`src/rtl/mem_port_arbiter.sv`:
```
// rtl/mem_port_arbiter.sv - shares one variable-latency memory port between instruction fetch and data access
//
// Build option: MEM_ARB_ROUND_ROBIN_EN
//   undefined : fixed priority, the data port wins when both ports request.
//   defined   : alternating priority through a one-bit last-grant register (resets to data).
//
// Parameters:
//   ADDR_W         address width of both ports and the memory
//   TIMEOUT_CYCLES WAIT cycles before the watchdog aborts a transaction; 0 disables it
//
// Ports:
//   clk_i, rst_i                   clock, synchronous active-high reset
//   i_req_i, i_addr_i              instruction read request (held until i_ready_o)
//   i_rdata_o, i_ready_o           instruction data and one-cycle completion pulse
//   d_req_i, d_we_i, d_width_i,    data request (held until d_ready_o); width 00 byte,
//   d_addr_i, d_wdata_i            01 half, 10 word
//   d_rdata_o, d_ready_o           data read data and one-cycle completion pulse
//   err_o                          set alongside a ready pulse when the transaction timed out
//   stall_o                        pipeline stall while a port has an unfinished request
//   mem_req_o, mem_we_o,           registered memory request, held stable until mem_ack_i
//   mem_width_o, mem_addr_o,
//   mem_wdata_o
//   mem_rdata_i, mem_ack_i         memory read data and one-cycle completion

module mem_port_arbiter #(
    parameter int ADDR_W         = 32,
    parameter int TIMEOUT_CYCLES = 64
) (
    input  logic              clk_i,
    input  logic              rst_i,

    input  logic              i_req_i,
    input  logic [ADDR_W-1:0] i_addr_i,
    output logic [31:0]       i_rdata_o,
    output logic              i_ready_o,

    input  logic              d_req_i,
    input  logic              d_we_i,
    input  logic [1:0]        d_width_i,
    input  logic [ADDR_W-1:0] d_addr_i,
    input  logic [31:0]       d_wdata_i,
    output logic [31:0]       d_rdata_o,
    output logic              d_ready_o,

    output logic              err_o,
    output logic              stall_o,

    output logic              mem_req_o,
    output logic              mem_we_o,
    output logic [1:0]        mem_width_o,
    output logic [ADDR_W-1:0] mem_addr_o,
    output logic [31:0]       mem_wdata_o,
    input  logic [31:0]       mem_rdata_i,
    input  logic              mem_ack_i
);

    typedef enum logic [1:0] {
        S_IDLE = 2'd0,
        S_WAIT = 2'd1,
        S_RESP = 2'd2
    } state_t;

    // Wide enough to hold TIMEOUT_CYCLES itself, and at least one bit when disabled.
    localparam int CNT_W = $clog2(TIMEOUT_CYCLES + 2);

    state_t           state;
    logic             grant_d;    // 1: the data port owns the current transaction
    logic [CNT_W-1:0] wait_cnt;
    logic [CNT_W-1:0] cnt_next;
    logic             timeout_hit;
    logic             pick_d;     // arbitration result used when leaving IDLE

    assign cnt_next    = wait_cnt + 1'b1;
    assign timeout_hit = (TIMEOUT_CYCLES != 0) && (cnt_next == CNT_W'(TIMEOUT_CYCLES));

`ifdef MEM_ARB_ROUND_ROBIN_EN
    logic last_d;                 // 1: the data port received the most recent grant

    always_comb begin
        pick_d = d_req_i;
        if (d_req_i && i_req_i) begin
            pick_d = ~last_d;
        end
    end
`else
    assign pick_d = d_req_i;
`endif

    // Only requests not yet answered hold the pipeline; the ready cycle itself releases it.
    assign stall_o = (i_req_i & ~i_ready_o) | (d_req_i & ~d_ready_o);

    always_ff @(posedge clk_i) begin
        if (rst_i) begin
            state       <= S_IDLE;
            grant_d     <= 1'b0;
            wait_cnt    <= '0;
            i_rdata_o   <= 32'h0;
            i_ready_o   <= 1'b0;
            d_rdata_o   <= 32'h0;
            d_ready_o   <= 1'b0;
            err_o       <= 1'b0;
            mem_req_o   <= 1'b0;
            mem_we_o    <= 1'b0;
            mem_width_o <= 2'b00;
            mem_addr_o  <= '0;
            mem_wdata_o <= 32'h0;
`ifdef MEM_ARB_ROUND_ROBIN_EN
            last_d      <= 1'b1;
`endif
        end else begin
            case (state)
                S_IDLE: begin
                    i_ready_o <= 1'b0;
                    d_ready_o <= 1'b0;
                    err_o     <= 1'b0;
                    i_rdata_o <= 32'h0;
                    d_rdata_o <= 32'h0;
                    wait_cnt  <= '0;
                    if (d_req_i || i_req_i) begin
                        grant_d   <= pick_d;
                        mem_req_o <= 1'b1;
                        state     <= S_WAIT;
`ifdef MEM_ARB_ROUND_ROBIN_EN
                        last_d    <= pick_d;
`endif
                        if (pick_d) begin
                            mem_we_o    <= d_we_i;
                            mem_width_o <= d_width_i;
                            mem_addr_o  <= d_addr_i;
                            mem_wdata_o <= d_wdata_i;
                        end else begin
                            mem_we_o    <= 1'b0;
                            mem_width_o <= 2'b10;
                            mem_addr_o  <= i_addr_i;
                            mem_wdata_o <= 32'h0;
                        end
                    end
                end

                S_WAIT: begin
                    // An ack in the expiry cycle wins over the watchdog.
                    if (mem_ack_i) begin
                        mem_req_o <= 1'b0;
                        state     <= S_RESP;
                        if (grant_d) begin
                            d_ready_o <= 1'b1;
                            d_rdata_o <= mem_we_o ? 32'h0 : mem_rdata_i;
                        end else begin
                            i_ready_o <= 1'b1;
                            i_rdata_o <= mem_rdata_i;
                        end
                    end else if (timeout_hit) begin
                        mem_req_o <= 1'b0;
                        state     <= S_RESP;
                        err_o     <= 1'b1;
                        if (grant_d) begin
                            d_ready_o <= 1'b1;
                        end else begin
                            i_ready_o <= 1'b1;
                        end
                    end else begin
                        wait_cnt <= cnt_next;
                    end
                end

                S_RESP: begin
                    // Always pass through IDLE so a still-held request is not regranted here.
                    i_ready_o <= 1'b0;
                    d_ready_o <= 1'b0;
                    err_o     <= 1'b0;
                    i_rdata_o <= 32'h0;
                    d_rdata_o <= 32'h0;
                    wait_cnt  <= '0;
                    state     <= S_IDLE;
                end

                default: begin
                    state <= S_IDLE;
                end
            endcase
        end
    end

endmodule

```
`config.mk`:
```
export PLATFORM = sky130hd
export DESIGN_NAME = mem_port_arbiter
export DESIGN_NICKNAME = d
export VERILOG_FILES = /design/src/rtl/mem_port_arbiter.sv
export SDC_FILE = /design/constraint.sdc
export NUM_CORES = 1
export LEC_CHECK = 0
export ABC_AREA = 0
export BUFFER_PORTS_ARGS = -buffer_cell sky130_fd_sc_hd__buf_2
export CORE_UTILIZATION = 47
export CTS_CLUSTER_SIZE = 24
export DETAILED_ROUTE_END_ITERATION = 8
export HOLD_SLACK_MARGIN = 0.12
export PLACE_DENSITY = 0.81
export SLEW_MARGIN = 25
export SYNTH_ARGS = -nofsm -noshare
export SYNTH_HDL_FRONTEND = slang
export SYNTH_SLANG_ARGS = --single-unit
```
`constraint.sdc`:
```
create_clock -name clk_i -period 1.8 [get_ports clk_i]
set_clock_uncertainty 0.1 [all_clocks]
set_input_delay 0.36 -clock clk_i [delete_from_list [all_inputs] [get_ports clk_i]]
set_output_delay 0.36 -clock clk_i [all_outputs]
set_load 0.005 [all_outputs]
```
# After elaboration in Yosys (flattened, before gate mapping)
# Cells that the tools add are included.
[op_classes]
eq_ne = 11
n_bitwise = 5
n_reduce_logical = 13
n_addsub = 1
n_mux = 33
[op_table]
columns = ["cell", "count"]
rows = [
  ["$mux W32", 7],
  ["$pmux W32 S2", 2],
  ["$reduce_and A3 Y1", 5],
  ["$mux W7", 2],
  ["$ne A2 B2 Y1 const B", 7],
  ["$pmux W7 S2", 1],
  ["$mux W1", 12],
  ["$mux W2", 4],
  ["$pmux W1 S2", 4],
  ["$add A7 B1 Y7 const B", 1],
  ["$eq A7 B7 Y1 const B", 1],
  ["$reduce_and A2 Y1", 3],
  ["$pmux W2 S2", 1],
  ["$reduce_bool A2 Y1", 2],
  ["$ne A3 B3 Y1 const B", 1],
  ["$and A1 B1 Y1", 2],
  ["$eq A2 B1 Y1 const B", 1],
  ["$eq A2 B2 Y1 const B", 1],
  ["$logic_not A2 Y1", 1],
  ["$not A1 Y1", 2],
  ["$reduce_or A2 Y1", 1],
  ["$logic_or A1 B1 Y1", 1],
  ["$or A1 B1 Y1", 1],
]
[word_totals]
word_cells = 76
regBits = 145
in_bits = 136

# Depth between registers and ports, before layout
[depth]
depth_word = 5
ltp_mapped = 7

# Worst setup path after synthesis
# OpenSTA, ideal clock, no wires.
[synth_path]
path_type = "register -> register"
startpoint = "register wait_cnt[0]"
endpoint = "register wait_cnt[6]"
path_buffers = 0
synth_period_minus_slack_ps = 1584
arrival_ps = 1414
path_stages_with_launch = 6
setup_ps = 71
slack_ps = 216
cell_sequence = "dfxtp_1 ha_1 and4_1 nand3_1 or3_1 a21oi_1"
[synth_between]
elab_chain_len = 4
[synth_rtl]
columns = ["item", "line", "source"]
rows = [
  ["start: declaration", "68", "logic [CNT_W-1:0] wait_cnt;"],
  ["start signal: assignment", "162", "wait_cnt <= cnt_next;"],
  ["$add A7 B1 Y7 (*)", "73", "assign cnt_next = wait_cnt + 1'b1;"],
  ["$eq A7 B7 Y1 / $mux W7 (equally long branches)", "74, 152", ""],
  ["$ne A2 B2 Y1 (no line) / $mux W7 (equally long branches)", "n/a", ""],
  ["$reduce_and A3 Y1 (no line) / $pmux W7 S2 (equally long branches)", "n/a", ""],
]
# Every way passes the cells marked *; elsewhere a longest branch is shown, timed or not. The select of a mux whose other input is x is not followed.
# A chain may end at the register's enable or synchronous reset.

# Worst setup path after layout
[layout_path]
startpoint = "register state[1]"
endpoint = "register mem_addr_o[30]"
[layout_between]
elab_chain_len = 2
[layout_rtl]
columns = ["item", "line", "source"]
rows = [
  ["start: declaration", "66", "state_t state;"],
  ["start signal: assignment", "94", "state <= S_IDLE;"],
  ["start signal: assignment", "122", "state <= S_WAIT;"],
  ["start signal: assignment", "144", "state <= S_RESP;"],
  ["$logic_not A2 Y1", "111", "case (state)"],
  ["$reduce_and A2 Y1 (no line)", "n/a", ""],
  ["end signal: assignment", "129", "mem_addr_o <= d_addr_i;"],
  ["end signal: assignment", "134", "mem_addr_o <= i_addr_i;"],
  ["end: declaration", "51", "output logic [ADDR_W-1:0] mem_addr_o,"],
]
# Every way passes these cells.

==> summary.md <==
| Metric | Value |
|---|---|
| Nets@finish | `1073` |
| Vias in the first global route | `5447` |
| Initial antenna violation count | `0` |
| RePlAce Congestion | `0.8409` |
| Area leader, netlist | `dfxtp_1` |
| Required @ worst endpoint | `2.02 ns` |
| Slew HR | `65.03%` |
| Final Cell Area | `8573 um^2` |
| Die height | `113.3 um` |
| Fill cells | `863` |
| Placeable Area | `12060 um^2` |
| Pre-CTS WS | `0.08582 ns` |
| TritonCTS Sinks | `145` |
| Kind of critical path | `reg2reg` |
| Largest net degree at the start of global routing | `47` |
| Antenna-violating nets left | `0` |
| #FFs+latches synth | `145` |
| Synth Instances | `628` |
| F_max | `590.3 MHz` |
| GRT overflow | `0` |
| Final period util | `94.12%` |
| Clock Power Share | `41.2%` |
| Diode count | `0` |
| Dpl cells | `1032` |
| Area grow syn2layout | `47.23%` |
| Seq pwr share | `39.9%` |
| Top-area cell type share of the netlist area | `49.85%` |
| WL/cell | `15.04 um` |
| Die width | `113.3 um` |
| Yosys cell types | `45` |
| Design internal power | `6.766 mW` |
| Register area share after synthesis | `49.85%` |
| CTS tree | `built` |
| Ys Warns | `0` |
| Number of synthesized flops with an enable pin | `0` |
| Synth Cell Area | `5823 um^2` |
| Layout cells sized above 1 | `35.02%` |
| Dpl hpwl | `10.70 mm` |
| Initial Util | `48.28%` |
| Post-synthesis async set-or-reset flop share | `0%` |
| Mean Syn Cell Area | `9.272 um^2` |
| CP Capture Type | `register` |
| Switch share | `25.68%` |
| Placed cell areas | `7402 um^2` |
| Worst skew pair latency | `0.42 ns` |
| Final Non-Filler Cells | `1116` |
| Status | `completed` |
| Layout Utilization | `71.08%` |
| Hold slack | `0.1220 ns` |
| Site Rows | `40` |
| Min-Delay Path Class | `in2reg` |
| Worst setup SP type | `register` |
| DR vias/cell | `5.168` |
| Pwr Density | `1062 nW/um^2` |
| Top-Level Pins | `272` |
| RSZ-0062 raised after global routing | `no` |
| Logic pwr share | `18.9%` |
| Post-synth top cells | `dfxtp_1 (145), nor2_1 (101), mux2i_1 (67)` |
| CTS clk-pin slew, worst paths | `0.06 ns` |
| Worst-Margin Slew | `0.5246 ns` |
| Drt initial violations | `423` |
| Worst path arrival time | `1.92 ns` |
| Die area | `12840 um^2` |
| DRT Pass-1 Iters | `5` |
| Aggregate global-route resource usage | `25.99%` |
| Final Worst Setup Slack | `0.1058 ns` |
| Tot Pwr | `9.104 mW` |
| Min Tclk post-route | `1.694 ns` |
| Via count | `5768` |
| First-pass GRT wire length | `26.09 mm` |
| Net Count, Synth | `765` |
| Synth area leaders | `dfxtp_1 (50%), mux2i_1 (12%), nor2_1 (6.5%)` |
| H-tree depth | `4` |
| Max-cap violations | `0` |
| Slew Limit Fails | `0` |
| Root Buffer | `clkbuf_16` |
| WL final | `16.79 mm` |
| Final TNS setup | `0 ns` |
| Clock buffer depth | `2` |
| Leak | `4.153 nW` |
| Final setup fails | `0` |
| Top FF cell, synth | `dfxtp_1` |
| Port Buf Inserts | `271` |
| DR DRC count | `0` |
| Top-count cell post-synth | `dfxtp_1` |
| Inserted Clock Buffers | `17` |
| Fin. Hold Viols | `0` |
| Worst vdd ir | `0.6373 mV` |
| Crit Path Max Fanout | `44` |
| Psw | `2.338 mW` |
-- flip-flops by register name, indices dropped and copies added (netlist names), 2 cells and up --
register,flops
state,2
mem_width_o,2
mem_addr_o,32
d_rdata_o,32
i_rdata_o,32
wait_cnt,7
mem_wdata_o,32
-- power by group through the flow --
stage / Clock, mW / Combinational [mW] / Sequential (mW)
global route: 3.96 / 1.87 / 3.66
detailed placement: 0 / 1.60 / 3.69
floorplan: 0 / 0.896 / 3.71
finish: 3.75 / 1.72 / 3.63
CTS: 3.80 / 1.70 / 3.63
global placement: 0 / 1.57 / 3.68
-- worst max-delay path, cell delays in order, from the launching register on --
cell	delay (ns)
dfxtp_1	0.39
or2_4	0.32
a21oi_4	0.20
buf_12	0.23
nor2_1	0.08
a211oi_1	0.27
-- what timing repair did --
item,4_1_cts,5_1_grt
resized for setup,0,2
buffers inserted,0,0
endpoints found under the hold margin,51,2
setup endpoints to repair,0,5
hold buffers,51,2
-- cell type report --
class / count / area, um^2 / share of cell area, %
clock inverter: 9 / 153.9 / 1.795
timing repair buffer: 341 / 2130 / 24.84
multi-input combinational: 425 / 2668 / 31.12
tap: 168 / 210.2 / 2.452
sequential: 145 / 2905 / 33.89
inverter: 6 / 22.52 / 0.2627
clock buffer: 22 / 484.2 / 5.648
-- routing by layer --
layer	wire length, um	track usage [%]
met3	975	6.963
met4	390	12.81
met2	8407	44.66
met1	7012	29.87
met5	0	0
-- placed cells by master, fill, tap and decap left out, types with 2 or more instances in the layout --
cell / n
a211oi_1: 36
buf_2: 270
bufinv_16: 4
buf_12: 9
dfxtp_1: 143
nand2_1: 40
o22ai_1: 2
or2_2: 2
clkinvlp_4: 2
buf_4: 9
clkbuf_8: 4
clkbuf_16: 17
mux2i_1: 67
a21oi_1: 36
a22oi_1: 35
dlygate4sd3_1: 53
a211o_1: 3
and2_1: 33
o21ai_2: 2
nand2b_1: 4
nor2_1: 101
clkinv_2: 2
a21o_1: 2
a311oi_1: 2
nand3_1: 34
inv_1: 6
dfxtp_2: 2
nor2b_1: 2
o41ai_1: 2
-- cells by family (layout without fill, tap and decap cells) --
logic type,after synthesis,count (layout),synth area share [%]
flip-flops,145,145,49.85
AO/OA/AOI/OAI,131,131,16.03
adder cells (fa/ha/maj),1,1,0.2148
AND/OR/NAND/NOR,226,226,17.73
multiplexers,67,67,11.52
buffers and inverters,58,378,4.662
-- path summary, 6_finish.rpt --
check | startpoint | slack, ns | to | cells after the start
setup / recovery | state[1] | 0.11 | mem_addr_o[30] | 5
hold / removal | d_wdata_i[10] | 0.12 | mem_wdata_o[10] | 3
setup reg to reg | state[1] | 0.11 | mem_addr_o[30] | 5
hold reg to reg | i_rdata_o[8] | 0.35 | i_rdata_o[8] | 2
Note: power is estimated with default switching activity, not from simulation.
